--- src/rtl/seq_alu.sv ---
// seq_alu: valid/ready execute-stage ALU. Base ops finish in one cycle; the
// RV32M-style multiply/divide ops iterate one bit per cycle (radix 2).
module seq_alu #(
  parameter int XLEN  = 32,
  parameter int TAG_W = 5,
  parameter int EN_M  = 1
) (
  input  logic             clk,
  input  logic             rst,
  input  logic             flush,
  input  logic             in_valid,
  output logic             in_ready,
  input  logic [4:0]       ALUCtrl,
  input  logic [XLEN-1:0]  rs1_data,
  input  logic [XLEN-1:0]  imm_rs2_data,
  input  logic [TAG_W-1:0] in_tag,
  output logic             out_valid,
  input  logic             out_ready,
  output logic [XLEN-1:0]  alu_data,
  output logic [TAG_W-1:0] out_tag,
  output logic             busy
);

  localparam int SH_W = $clog2(XLEN);
  localparam logic [SH_W-1:0] LAST_IT = SH_W'(XLEN - 1);

  typedef enum logic [1:0] {
    ST_IDLE = 2'd0,
    ST_RUN  = 2'd1,
    ST_FIX  = 2'd2
  } state_t;

  state_t            state_r, state_s;
  logic [SH_W-1:0]   cnt_r;
  logic              accept_s, start_m_s;
  logic [SH_W-1:0]   shamt_s;
  logic [XLEN-1:0]   base_res_s, fix_res_s;
  logic              sa_s, sb_s, neg_s;
  logic [XLEN-1:0]   a_mag_s, b_mag_s;
  logic [2:0]        mop_r;
  logic              neg_r, b_zero_r;
  logic [TAG_W-1:0]  tag_r;
  logic [XLEN-1:0]   hi_r, lo_r, b_mag_r;
  logic [XLEN:0]     mul_sum_s, div_shift_s, div_diff_s;
  logic [2*XLEN-1:0] prod_s;
  logic [XLEN-1:0]   quot_s, rem_s;
  logic              out_valid_r;
  logic [XLEN-1:0]   alu_data_r;
  logic [TAG_W-1:0]  out_tag_r;

  assign busy      = (state_r != ST_IDLE);
  assign in_ready  = !busy && (!out_valid_r || out_ready) && !flush;
  assign accept_s  = in_valid && in_ready;
  assign start_m_s = accept_s && (EN_M != 0) && (ALUCtrl[4:3] == 2'b10);
  assign shamt_s   = imm_rs2_data[SH_W-1:0];

  // Single-cycle base operations; unlisted codes (and M codes when disabled) give 0
  always_comb begin
    base_res_s = {XLEN{1'b0}};
    case (ALUCtrl)
      5'b00000: base_res_s = rs1_data + imm_rs2_data;
      5'b01000: base_res_s = rs1_data - imm_rs2_data;
      5'b00001: base_res_s = rs1_data << shamt_s;
      5'b00101: base_res_s = rs1_data >> shamt_s;
      5'b01101: base_res_s = $unsigned($signed(rs1_data) >>> shamt_s);
      5'b00010: base_res_s = {{(XLEN-1){1'b0}}, ($signed(rs1_data) < $signed(imm_rs2_data))};
      5'b00011: base_res_s = {{(XLEN-1){1'b0}}, (rs1_data < imm_rs2_data)};
      5'b00100: base_res_s = rs1_data ^ imm_rs2_data;
      5'b00110: base_res_s = rs1_data | imm_rs2_data;
      5'b00111: base_res_s = rs1_data & imm_rs2_data;
      5'b01111: base_res_s = imm_rs2_data;
      default:  base_res_s = {XLEN{1'b0}};
    endcase
  end

  // Operand signedness per M code, magnitudes and final result sign
  always_comb begin
    sa_s = 1'b0;
    sb_s = 1'b0;
    case (ALUCtrl[2:0])
      3'b000, 3'b001, 3'b100, 3'b110: begin
        sa_s = rs1_data[XLEN-1];
        sb_s = imm_rs2_data[XLEN-1];
      end
      3'b010: begin
        sa_s = rs1_data[XLEN-1];
        sb_s = 1'b0;
      end
      default: begin
        sa_s = 1'b0;
        sb_s = 1'b0;
      end
    endcase
    // remainder follows the dividend; products and quotients follow sa ^ sb
    if (ALUCtrl[2:1] == 2'b11) neg_s = sa_s;
    else                       neg_s = sa_s ^ sb_s;
    if (sa_s) a_mag_s = -rs1_data;
    else      a_mag_s = rs1_data;
    if (sb_s) b_mag_s = -imm_rs2_data;
    else      b_mag_s = imm_rs2_data;
  end

  assign mul_sum_s   = {1'b0, hi_r} + {1'b0, (lo_r[0] ? b_mag_r : {XLEN{1'b0}})};
  assign div_shift_s = {hi_r, lo_r[XLEN-1]};
  assign div_diff_s  = div_shift_s - {1'b0, b_mag_r};

  // Sign correction and result selection applied in FIX
  always_comb begin
    prod_s = {hi_r, lo_r};
    quot_s = lo_r;
    rem_s  = hi_r;
    if (neg_r) begin
      prod_s = -{hi_r, lo_r};
      quot_s = -lo_r;
      rem_s  = -hi_r;
    end else begin
      prod_s = {hi_r, lo_r};
      quot_s = lo_r;
      rem_s  = hi_r;
    end
    case (mop_r)
      3'b000:                 fix_res_s = prod_s[XLEN-1:0];
      3'b001, 3'b010, 3'b011: fix_res_s = prod_s[2*XLEN-1:XLEN];
      3'b100, 3'b101:         fix_res_s = b_zero_r ? {XLEN{1'b1}} : quot_s;
      3'b110, 3'b111:         fix_res_s = rem_s;
      default:                fix_res_s = {XLEN{1'b0}};
    endcase
  end

  // FSM state register
  always_ff @(posedge clk or negedge rst) begin
    if (!rst) state_r <= ST_IDLE;
    else      state_r <= state_s;
  end

  // FSM next-state
  always_comb begin
    state_s = state_r;
    if (flush) begin
      state_s = ST_IDLE;
    end else begin
      case (state_r)
        ST_IDLE: state_s = start_m_s ? ST_RUN : ST_IDLE;
        ST_RUN:  state_s = (cnt_r == LAST_IT) ? ST_FIX : ST_RUN;
        ST_FIX:  state_s = ST_IDLE;
        default: state_s = ST_IDLE;
      endcase
    end
  end

  // Iteration counter, live only in RUN
  always_ff @(posedge clk or negedge rst) begin
    if (!rst)                               cnt_r <= {SH_W{1'b0}};
    else if (flush || (state_r != ST_RUN))  cnt_r <= {SH_W{1'b0}};
    else                                    cnt_r <= cnt_r + SH_W'(1);
  end

  // Shift-add / restoring-divide datapath; lo_r holds multiplier or dividend/quotient
  always_ff @(posedge clk or negedge rst) begin
    if (!rst) begin
      hi_r     <= {XLEN{1'b0}};
      lo_r     <= {XLEN{1'b0}};
      b_mag_r  <= {XLEN{1'b0}};
      mop_r    <= 3'd0;
      neg_r    <= 1'b0;
      b_zero_r <= 1'b0;
      tag_r    <= {TAG_W{1'b0}};
    end else if (start_m_s) begin
      hi_r     <= {XLEN{1'b0}};
      lo_r     <= a_mag_s;
      b_mag_r  <= b_mag_s;
      mop_r    <= ALUCtrl[2:0];
      neg_r    <= neg_s;
      b_zero_r <= (imm_rs2_data == {XLEN{1'b0}});
      tag_r    <= in_tag;
    end else if (state_r == ST_RUN) begin
      if (!mop_r[2]) begin
        hi_r <= mul_sum_s[XLEN:1];
        lo_r <= {mul_sum_s[0], lo_r[XLEN-1:1]};
      end else if (!div_diff_s[XLEN]) begin
        hi_r <= div_diff_s[XLEN-1:0];
        lo_r <= {lo_r[XLEN-2:0], 1'b1};
      end else begin
        hi_r <= div_shift_s[XLEN-1:0];
        lo_r <= {lo_r[XLEN-2:0], 1'b0};
      end
    end
  end

  // Result register: flush, then FIX load, then base-op load, then consumption
  always_ff @(posedge clk or negedge rst) begin
    if (!rst) begin
      out_valid_r <= 1'b0;
      alu_data_r  <= {XLEN{1'b0}};
      out_tag_r   <= {TAG_W{1'b0}};
    end else if (flush) begin
      out_valid_r <= 1'b0;
    end else if (state_r == ST_FIX) begin
      out_valid_r <= 1'b1;
      alu_data_r  <= fix_res_s;
      out_tag_r   <= tag_r;
    end else if (accept_s && !start_m_s) begin
      out_valid_r <= 1'b1;
      alu_data_r  <= base_res_s;
      out_tag_r   <= in_tag;
    end else if (out_ready) begin
      out_valid_r <= 1'b0;
    end
  end

  assign out_valid = out_valid_r;
  assign alu_data  = alu_data_r;
  assign out_tag   = out_tag_r;

endmodule

--- config.mk ---
export PLATFORM = sky130hd
export DESIGN_NAME = seq_alu
export DESIGN_NICKNAME = d
export VERILOG_FILES = /design/src/rtl/seq_alu.sv
export SDC_FILE = /design/constraint.sdc
export NUM_CORES = 1
export LEC_CHECK = 0
export CAP_MARGIN = 0
export CORE_MARGIN = 10
export CORE_UTILIZATION = 45
export DETAILED_ROUTE_END_ITERATION = 16
export PLACE_DENSITY = 0.65
export SKIP_CTS_REPAIR_TIMING = 1
export SLEW_MARGIN = 15
export SYNTH_ARGS = -nofsm -noshare
export SYNTH_HDL_FRONTEND = slang
export SYNTH_SLANG_ARGS = --single-unit
--- constraint.sdc ---
create_clock -name clk -period 3.6 [get_ports clk]
set_input_delay 0.9 -clock clk [delete_from_list [all_inputs] [get_ports clk]]
set_output_delay 0.9 -clock clk [all_outputs]
set_load 0.005 [all_outputs]
-- Word level (Yosys, flattened, before mapping)
Index checks and enable logic that the tools add are counted.
- word-level logic and storage cells: 118
- output and inout port bits: 40
- input bits: 79
- bits in registers: 151
- RAM bits: 0
- latch bits: 0
- memories: 0
- ROM bits: 0
- multipliers: 0
- equality and inequality tests: 27
- bitwise operators: 5
- muxes and demuxes: 33
- shift operators: 3
- div/mod/pow operators: 0
- order comparisons: 2
- reductions and logical operators: 26
- add/subtract/negate cells: 10
- operator list (cell ; number):
    $mux 32 ; 15
    $pmux 32 s11 ; 1
    $neg 32->32 ; 4
    $pmux 32 s4 ; 1
    $lt 32x32->1 ; 2
    $mux 64 ; 1
    $neg 64->64 ; 1
    $add 32x32->33 ; 1
    $sub 33x32->33 ; 1
    $add 32x32->32 ; 1
    $and 32x32->32 ; 1
    $logic_not 32->1 ; 1
    $or 32x32->32 ; 1
    $shl 32x5->32 ; 1
    $shr 32x5->32 ; 1
    $sshr 32x5->32 ; 1
    $sub 32x32->32 ; 1
    $xor 32x32->32 ; 1
    $eq 5x3->1 const B ; 4
    $eq 3x3->1 const B ; 6
    $eq 5x4->1 const B ; 3
    $mux 5 ; 3
    $eq 5x2->1 const B ; 2
    $eq 3x2->1 const B ; 3
    other kinds (25) ; 49

-- Depth between registers and ports, before layout
Gate-level depths: netlist of the first run.
- depth after elaboration: 11
- mapped depth: 17
- depth with buffers taken out: 14

-- Worst setup path before layout of the first run
OpenSTA, ideal clock, no wires.
- path kind: input port to flip-flop
- from: input imm_rs2_data[2]
- to: register alu_data_r[28] (netlist: alu_data[28])
- setup time: 83 ps
- stages on the path: 16
- buffers on the path: 4
- path slack: -1148 ps
- data required time: 3517 ps
- arrival time: 4666 ps
- cell sequence: clkbuf_1 -> inv_1 -> buf_1 -> buf_1 -> clkbuf_1 -> ha_1 -> nand2b_1 -> a221oi_1 -> o41a_1 -> o211ai_1 -> a2111oi_0 -> nor3_1 -> a21oi_1 -> mux2i_1 -> a21oi_1 -> o21ai_0
- cells in the longest elaborated chain, start to end: 4
- elaborated cells between the ends (all ways): 8
- classes of those cells: add/sub: 2; shift: 3; mux: 3
- RTL lines (item ; line ; RTL):
    start, declared ; 15 ; input logic [XLEN-1:0] imm_rs2_data,
    $sub 32x32->32 (tied with other cells) ; 62 ; 5'b01000: base_res_s = rs1_data - imm_rs2_data;
    $pmux 32 s11 * ; 60 ; case (ALUCtrl)
    $mux 32 * ; 202 ; end else if (accept_s && !start_m_s) begin
    $mux 32 * ; 198 ; end else if (state_r == ST_FIX) begin
    end signal, assigned ; 194 ; alu_data_r <= {XLEN{1'b0}};
    end signal, assigned ; 200 ; alu_data_r <= fix_res_s;
    end signal, assigned ; 204 ; alu_data_r <= base_res_s;
    end, declared ; 48 ; logic [XLEN-1:0] alu_data_r;
Every way passes the cells marked *; elsewhere a longest branch is shown, timed or not. The select of a mux whose other input is x is not followed.
A chain may end at the register's enable or synchronous reset.

-- Worst setup path in the final report of the first run
- from: input rs1_data[21]
- to: register alu_data_r[29] (netlist: alu_data[29])
- cells in the longest elaborated chain, start to end: 4
- elaborated cells between the ends (all ways): 8
- classes of those cells: add/sub: 2; shift: 3; mux: 3
- RTL lines (item ; line ; RTL):
    start, declared ; 14 ; input logic [XLEN-1:0] rs1_data,
    $sub 32x32->32 (tied with other cells) ; 62 ;
    $pmux 32 s11 * ; 60 ;
    $mux 32 * ; 202 ;
    $mux 32 * ; 198 ;
Marked as above.

==> metrics.md, run 1 <==
| Metric | Value |
|---|---|
| Final wirelength | approximately 130000 um |
| # Max-Cap Violations | 0 |
| Final Setup Violations | 6 |
| Cts bufs inserted | 17 |
| Post-Synth Simple-Gate Area | 0.197 |
| Critical Path RT | 3.99 ns |
| Count of cell types in the netlist | 83 |
| Worst Path Buf+Inv | 4 |
| Die H | between 200 and 250 um |
| Slew headroom | 0.370 |
| Max stage delay on crit path | 0.74 ns |
| Leakage dissipation | 14.4 nW |
| Vias | 30449 |
| Largest net degree at the start of global routing | 81 |
| First drt pass iteration count | 7 |
| Post-synthesis compound-gate area fraction | 0.316 |
| Minimum clock period | 3.68 ns |
| Core footprint | 0.0503 mm^2 |
| Top FF cell, synth | dfrtp_1 |
| Crit. End Element | register |
| CTS root buffer | clkbuf_16 |
| Number of cells on the critical path | 11 |
| Ports | between 100 and 150 |
| Critical path class | input pin to register |
| Post-synthesis mux area share | 0.0783 |
| Peak supply drop | 0.000370 V |
| Slowest cell on crit path | clkdlybuf4s50_1 |
| Number of fillers in the final layout | 4493 |
| Crit Path Max Fanout | 5 |
| Most common cell after layout, fill and taps aside | buf_4 |
| CTS tree | done |
| Num rows | 82 |
| Startpoint Class | input pin |
| Vias in the first global route | 28743 |
| Final ANT Viol Nets | 0 |
| Layout cells sized above 1 | 0.272 |
| Seq cells post-synth | 151 |
| Clock Sinks | 151 |
| GRT overflow | 0 |
| Routed WL per cell | 27.8 um |
| Clk buf depth | 2 |
| XOR/XNOR share of the synthesized area | 0.0793 |
| Total track usage | 0.403 |
| Final Hold Viols | 0 |
| Kind of cell adding the most delay to the critical path | buffers and inverters |
| Pwr dens | 541 mW/mm^2 |
| Post-route setup slack | -0.0812 ns |
| First-pass GRT wire length | approximately 180000 um |
| Seq/Total Area, Yosys | 0.164 |
| Ys Warns | 0 |
| Async SR Flop Fraction | 1.00 |
| Largest family of logic cells by synthesized area | compound AO/OA/AOI/OAI gates |
| Reg-to-reg endpoint | hi_r[28] |
| Post-Syn Instances | 3212 |
| Slew of the pin with the lowest slew margin | about 0.95 ns |
| Max Freq | 0.272 GHz |
| Die Area | 0.0605 mm^2 |
| Most frequent cells in the layout | buf_4 (801), nand2_1 (348), o21ai_0 (280), a21oi_1 (271), nor2_1 (270) |
| H-Tree Depth | 4 |
| Most used cell, CP | buf_4 |
| Tcrit/Tclk final | 1.02 |
| Critical Path AT | 4.07 ns |
| Crit-path cells | clkdlybuf4s50_1 -> inv_1 -> ha_1 -> buf_4 -> nor2_1 -> a31oi_4 -> o41ai_2 -> buf_4 -> a211oi_2 -> or3_1 -> o211ai_1 |
| Clk_lat worst skew | 0.48 ns |
| Area Growth Syn to Fin | 39.2% |
| Worst reg-to-reg path cell count | 14 |
| Total negative setup slack | -0.211 ns |
| Detail Placement HPWL | 102000 um |
| Cell Area, Synth | approximately 0.023 mm^2 |
| CTS clk-pin slew, worst paths | 0.07 ns |
| Starting density of the core | 0.457 |
| Fin. max-slew vios | 0 |
| Clock skew | between 0.02 and 0.025 ns |
| Post-synth net total | 3469 |
| EDFF count, synth | 0 |
| Hold slack | 0.453 ns |
| Worst r2r src | lo_r[0] |
| CP startpoint | rs1_data[21] |
| Final nets | 4188 |
| Syn avg cell area | 7.15 um^2 |
| Synth Area in Adders | 0.0982 |
| Status | finished, violations left |
| IO buf count | between 100 and 150 |
| Reg-to-reg slack, setup | -0.04 ns |
| # DRC | 0 |
| RSZ-0062 raised after global routing | yes |
| Iteration-0 DRC Markers | 3974 |
| GP Congestion | between 1 and 1.5 |
| Vias per cell | 6.59 |
| Failing checks | setup timing |
| Chip width | between 200 and 250 um |
| Pre-CTS WS | -0.733 ns |
| Initial antenna violation count | 6 |
| Worst Hold Class | input pin to asynchronous set/reset pin |
[worst max path at each step]
stage / endpoint / slack [ns]
global placement: alu_data[18] / -0.70
floorplan: alu_data[28] / -0.01
finish: alu_data[29] / -0.08
detailed placement: alu_data[18] / -0.73
global route: alu_data[29] / -0.16
CTS: hi_r[18] / -0.27
[final cells by class]
| class | count | area (um^2) | share of cell area |
|---|---|---|---|
| timing repair inverter | 1 | 7.51 | 0.000235 |
| sequential | 151 | 3790 | 0.118 |
| timing repair buffer | 945 | 7650 | 0.239 |
| tap | 672 | 841 | 0.0263 |
| clock inverter | 11 | 92.6 | 0.00290 |
| multi-input combinational | 2659 | 18600 | 0.580 |
| inverter | 156 | 591 | 0.0185 |
| antenna | 2 | 5.00 | 0.000156 |
| clock buffer | 20 | 457 | 0.0143 |
[registers in the layout (all words and copies together) (netlist names), 3 cells and up]
| register | cells |
|---|---|
| out_tag | 5 |
| lo_r | 32 |
| tag_r | 5 |
| mop_r | 3 |
| cnt_r | 5 |
| b_mag_r | 32 |
| alu_data | 32 |
| hi_r | 32 |
[synthesized netlist by cell type (all sizes together), types with 13 or more instances]
master	n	area, um^2
and2	21	131
mux4	22	495
a221o	13	130
dfrtp	151	3780
ha	174	2180
nand3	74	370
nand2b	25	156
nand4	19	125
nand2	350	1310
buf	45	193
o21ai	303	1520
a221oi	47	412
mux2	18	203
xnor2	150	1310
a21oi	286	1430
a22oi	28	210
nor2	278	1040
a211oi	40	300
or2	17	106
a31oi	65	407
nor4	30	200
and3	23	144
nor3	67	335
or3	31	194
o41ai	24	225
or4	14	116
mux2i	110	1100
a21o	60	450
o21bai	21	158
o31ai	37	278
clkbuf	201	754
o211ai	70	526
xor2	58	508
o21a	18	135
nor2b	19	119
inv	154	578
[metrics by stage]
stage | util | cell area, um^2 | power (mW) | std cells
2_1_floorplan | - | 23100 | 9.60 | 3212
3_3_place_gp | 0.606 | 30500 | 14.1 | 4562
3_5_place_dp | 0.606 | 30500 | 14.4 | 4562
4_1_cts | 0.617 | 31000 | 16.3 | 4593
5_1_grt | 0.636 | 32000 | 18.2 | 4615
6_report | 0.636 | 32000 | 17.3 | 4617
[kinds of logic after synthesis]
family                     Yosys count
AOI/OAI and AO/OA                 1135
and+or+nand+nor                    988
buffers and inverters              402
xor gates and xnor gates           208
adders and majority gates          178
DFF                                151
muxes                              150
[metal layers]
layer / GRT usage / routed length, um
met5: 0 / 34
met4: 0.282 / 11100
met3: 0.0846 / 14500
met2: 0.614 / 54600
met1: 0.501 / 48100
[report_power, final]
part | leakage (nW) | switching [mW] | internal (mW) | total (mW)
Sequential | 1.88 | 0.624 | 2.19 | 2.82
Combinational | 12.2 | 7.16 | 5.56 | 12.7
Clock | 0.265 | 0.863 | 0.928 | 1.79
Power figures use the tool's default switching activity.
==> inputs of run 2 (changes only) <==
--- a/config.mk
+++ b/config.mk
@@ -7,9 +7,8 @@
 export LEC_CHECK = 0
 export CAP_MARGIN = 0
 export CORE_MARGIN = 10
-export CORE_UTILIZATION = 45
+export CORE_UTILIZATION = 30
 export DETAILED_ROUTE_END_ITERATION = 16
-export PLACE_DENSITY = 0.65
 export SKIP_CTS_REPAIR_TIMING = 1
 export SLEW_MARGIN = 15
 export SYNTH_ARGS = -nofsm -noshare
==> constraint.sdc (replaced) <==
create_clock -name clk -period 3.9 [get_ports clk]
set_input_delay 0.975 -clock clk [delete_from_list [all_inputs] [get_ports clk]]
set_output_delay 0.975 -clock clk [all_outputs]
set_load 0.005 [all_outputs]
==> metrics.md, run 2 (same netlist as run 1, synthesis figures left out) <==
| Metric | Value |
|---|---|
| First drt pass iteration count | 6 (-1) |
| Num rows | 101 (+23%) |
| # Max-Cap Violations | 0 (unchanged) |
| Fin cells | 4786 (+3.7%) |
| Clock skew | 0.0199 ns (-0.00121 ns) |
| First-pass GRT wire length | 176000 um (-4.9%) |
| Area Growth Syn to Fin | 32.3% |
| Tcrit/Tclk final | 1.00 |
| Ports | 119 (unchanged) |
| Core footprint | 0.0759 mm^2 (+51%) |
| Slew of the pin with the lowest slew margin | 0.969 ns (+0.0238 ns) |
| CTS root buffer | clkbuf_16 |
| Power Total | 14.6 mW (-16%) |
| Total track usage | 0.260 (-0.143) |
| Critical path class | input pin to register |
| Cts bufs inserted | 17 (unchanged) |
| Placed instance count | 4746 (+4.0%) |
| Startpoint Class | input pin |
| Critical Path RT | 4.31 ns (+0.32 ns) |
| GP Congestion | 1.09 (-2.4%) |
| Post-route setup slack | -0.0155 ns (+0.0657 ns) |
| Clk_lat worst skew | 0.50 ns (+0.02 ns) |
| Final nets | 3997 (-4.6%) |
| RSZ-0062 raised after global routing | yes |
| Clk buf depth | 2 (unchanged) |
| Crit Path Max Fanout | 4 (-1) |
| Layout cells sized above 1 | 0.214 (-0.0587) |
| Post-route cell area | 0.0304 mm^2 (-5.0%) |
| Max Freq | 0.255 GHz |
| Minimum clock period | between 3 and 4 ns |
| Clock Sinks | 151 (unchanged) |
| CTS clk-pin slew, worst paths | 0.07 ns (about the same) |
| Failing checks | setup timing |
| Dpl cell area | 0.0295 mm^2 (-3.1%) |
| H-Tree Depth | 4 (unchanged) |
| Final Hold Viols | 0 (unchanged) |
| Hold slack | 0.456 ns (+0.00348 ns) |
| Most frequent cells in the layout | buf_4 (621), nand2_1 (350), o21ai_0 (294), a21oi_1 (282), nor2_1 (277) |
| Peak supply drop | 0.000462 V (+25%) |
| Final wirelength | 120000 um (-6.2%) |
| # DRC | 0 (unchanged) |
| Final ANT Viol Nets | 0 (unchanged) |
| Slew headroom | 0.352 (-0.0172) |
| Routed WL per cell | 25.1 um (-9.5%) |
| Crit. End Element | register |
| Detail Placement HPWL | 97400 um (-4.6%) |
| Iteration-0 DRC Markers | 3856 (-3.0%) |
| GRT overflow | 0 (unchanged) |
| Critical Path AT | 4.33 ns (+0.26 ns) |
| IO buf count | 118 (unchanged) |
| Initial antenna violation count | 4 (-2) |
| Starting density of the core | 0.303 (-0.155) |
| CTS tree | done |
| Vias | 28087 (-7.8%) |
| Status | finished, violations left |
| Die H | 297 um (+21%) |
| Final Setup Violations | 1 (-5) |
| Vias per cell | 5.87 (-11%) |
| Largest net degree at the start of global routing | 141 (+74%) |
| Chip width | 297 um (+21%) |
| Most common cell after layout, fill and taps aside | buf_4 |
| Pwr dens | 481 mW/mm^2 (-11%) |
| Vias in the first global route | 26361 (-8.3%) |
| Fin. max-slew vios | 0 (unchanged) |
| Leakage dissipation | 13.3 nW (-7.5%) |
| Die Area | 0.0881 mm^2 (+46%) |
| Worst Hold Class | input pin to asynchronous set/reset pin |
-- run 2: area by class of cell --
type / count / area, um^2
diodes: 3 / 7.51
clock buffers: 20 / 447
clock inverters: 12 / 116
fillers: 7945 / 45600
inverters: 156 / 591
multi-input cells: 2659 / 18000
flip-flops and latches: 151 / 3780
well taps: 1030 / 1290
repair buffers: 755 / 6150
-- run 2: final timing paths --
kind | start | endpoint | slack [ns] | cells past startpoint
setup / recovery | ALUCtrl[0] | alu_data[1] | -0.02 | 11
hold / removal | rst | hi_r[6] | 0.46 | 1
setup reg to reg | hi_r[0] | alu_data[30] | 0.14 | 11
hold reg to reg | cnt_r[0] | cnt_r[0] | 0.47 | 1
max in group asynchronous | rst | lo_r[19] | 2.68 | 2
min in group clk | cnt_r[0] | cnt_r[0] | 0.47 | 1
-- run 2: critical path: stages --
cell	delay, ns
clkdlybuf4s50_1	0.59
nor4bb_2	0.87
nand2_1	0.20
a21oi_1	0.18
mux4_2	0.30
nor2_1	0.05
or3_1	0.53
nor2_1	0.15
o41ai_1	0.15
buf_4	0.19
a31oi_1	0.15
-- run 2: metrics by stage --
stage / TNS (ns) / setup slack [ns] / util
6_report: -0.0155 / -0.0155 / 0.400
3_5_place_dp: -12.19 / -0.559 / 0.389
5_1_grt: -0.128 / -0.0515 / 0.400
4_1_cts: -2.80 / -0.228 / 0.396
2_1_floorplan: 0 / 0.000308 / -
3_3_place_gp: -11.04 / -0.521 / 0.389
-- run 2: report_power, final --
| part | switching [mW] | internal (mW) |
|---|---|---|
| logic | 5.72 | 4.42 |
| registers | 0.739 | 2.02 |
| clock network | 0.820 | 0.904 |
| total | 7.28 | 7.34 |
-- run 2: routing by layer --
metal  vias up  track usage  wire [um]
met4         6        0.128       6680
li1      12810            -          -
met2      1633        0.389      51000
met1     13345        0.343      49100
met3       293       0.0635      13500
met5         -            0         50
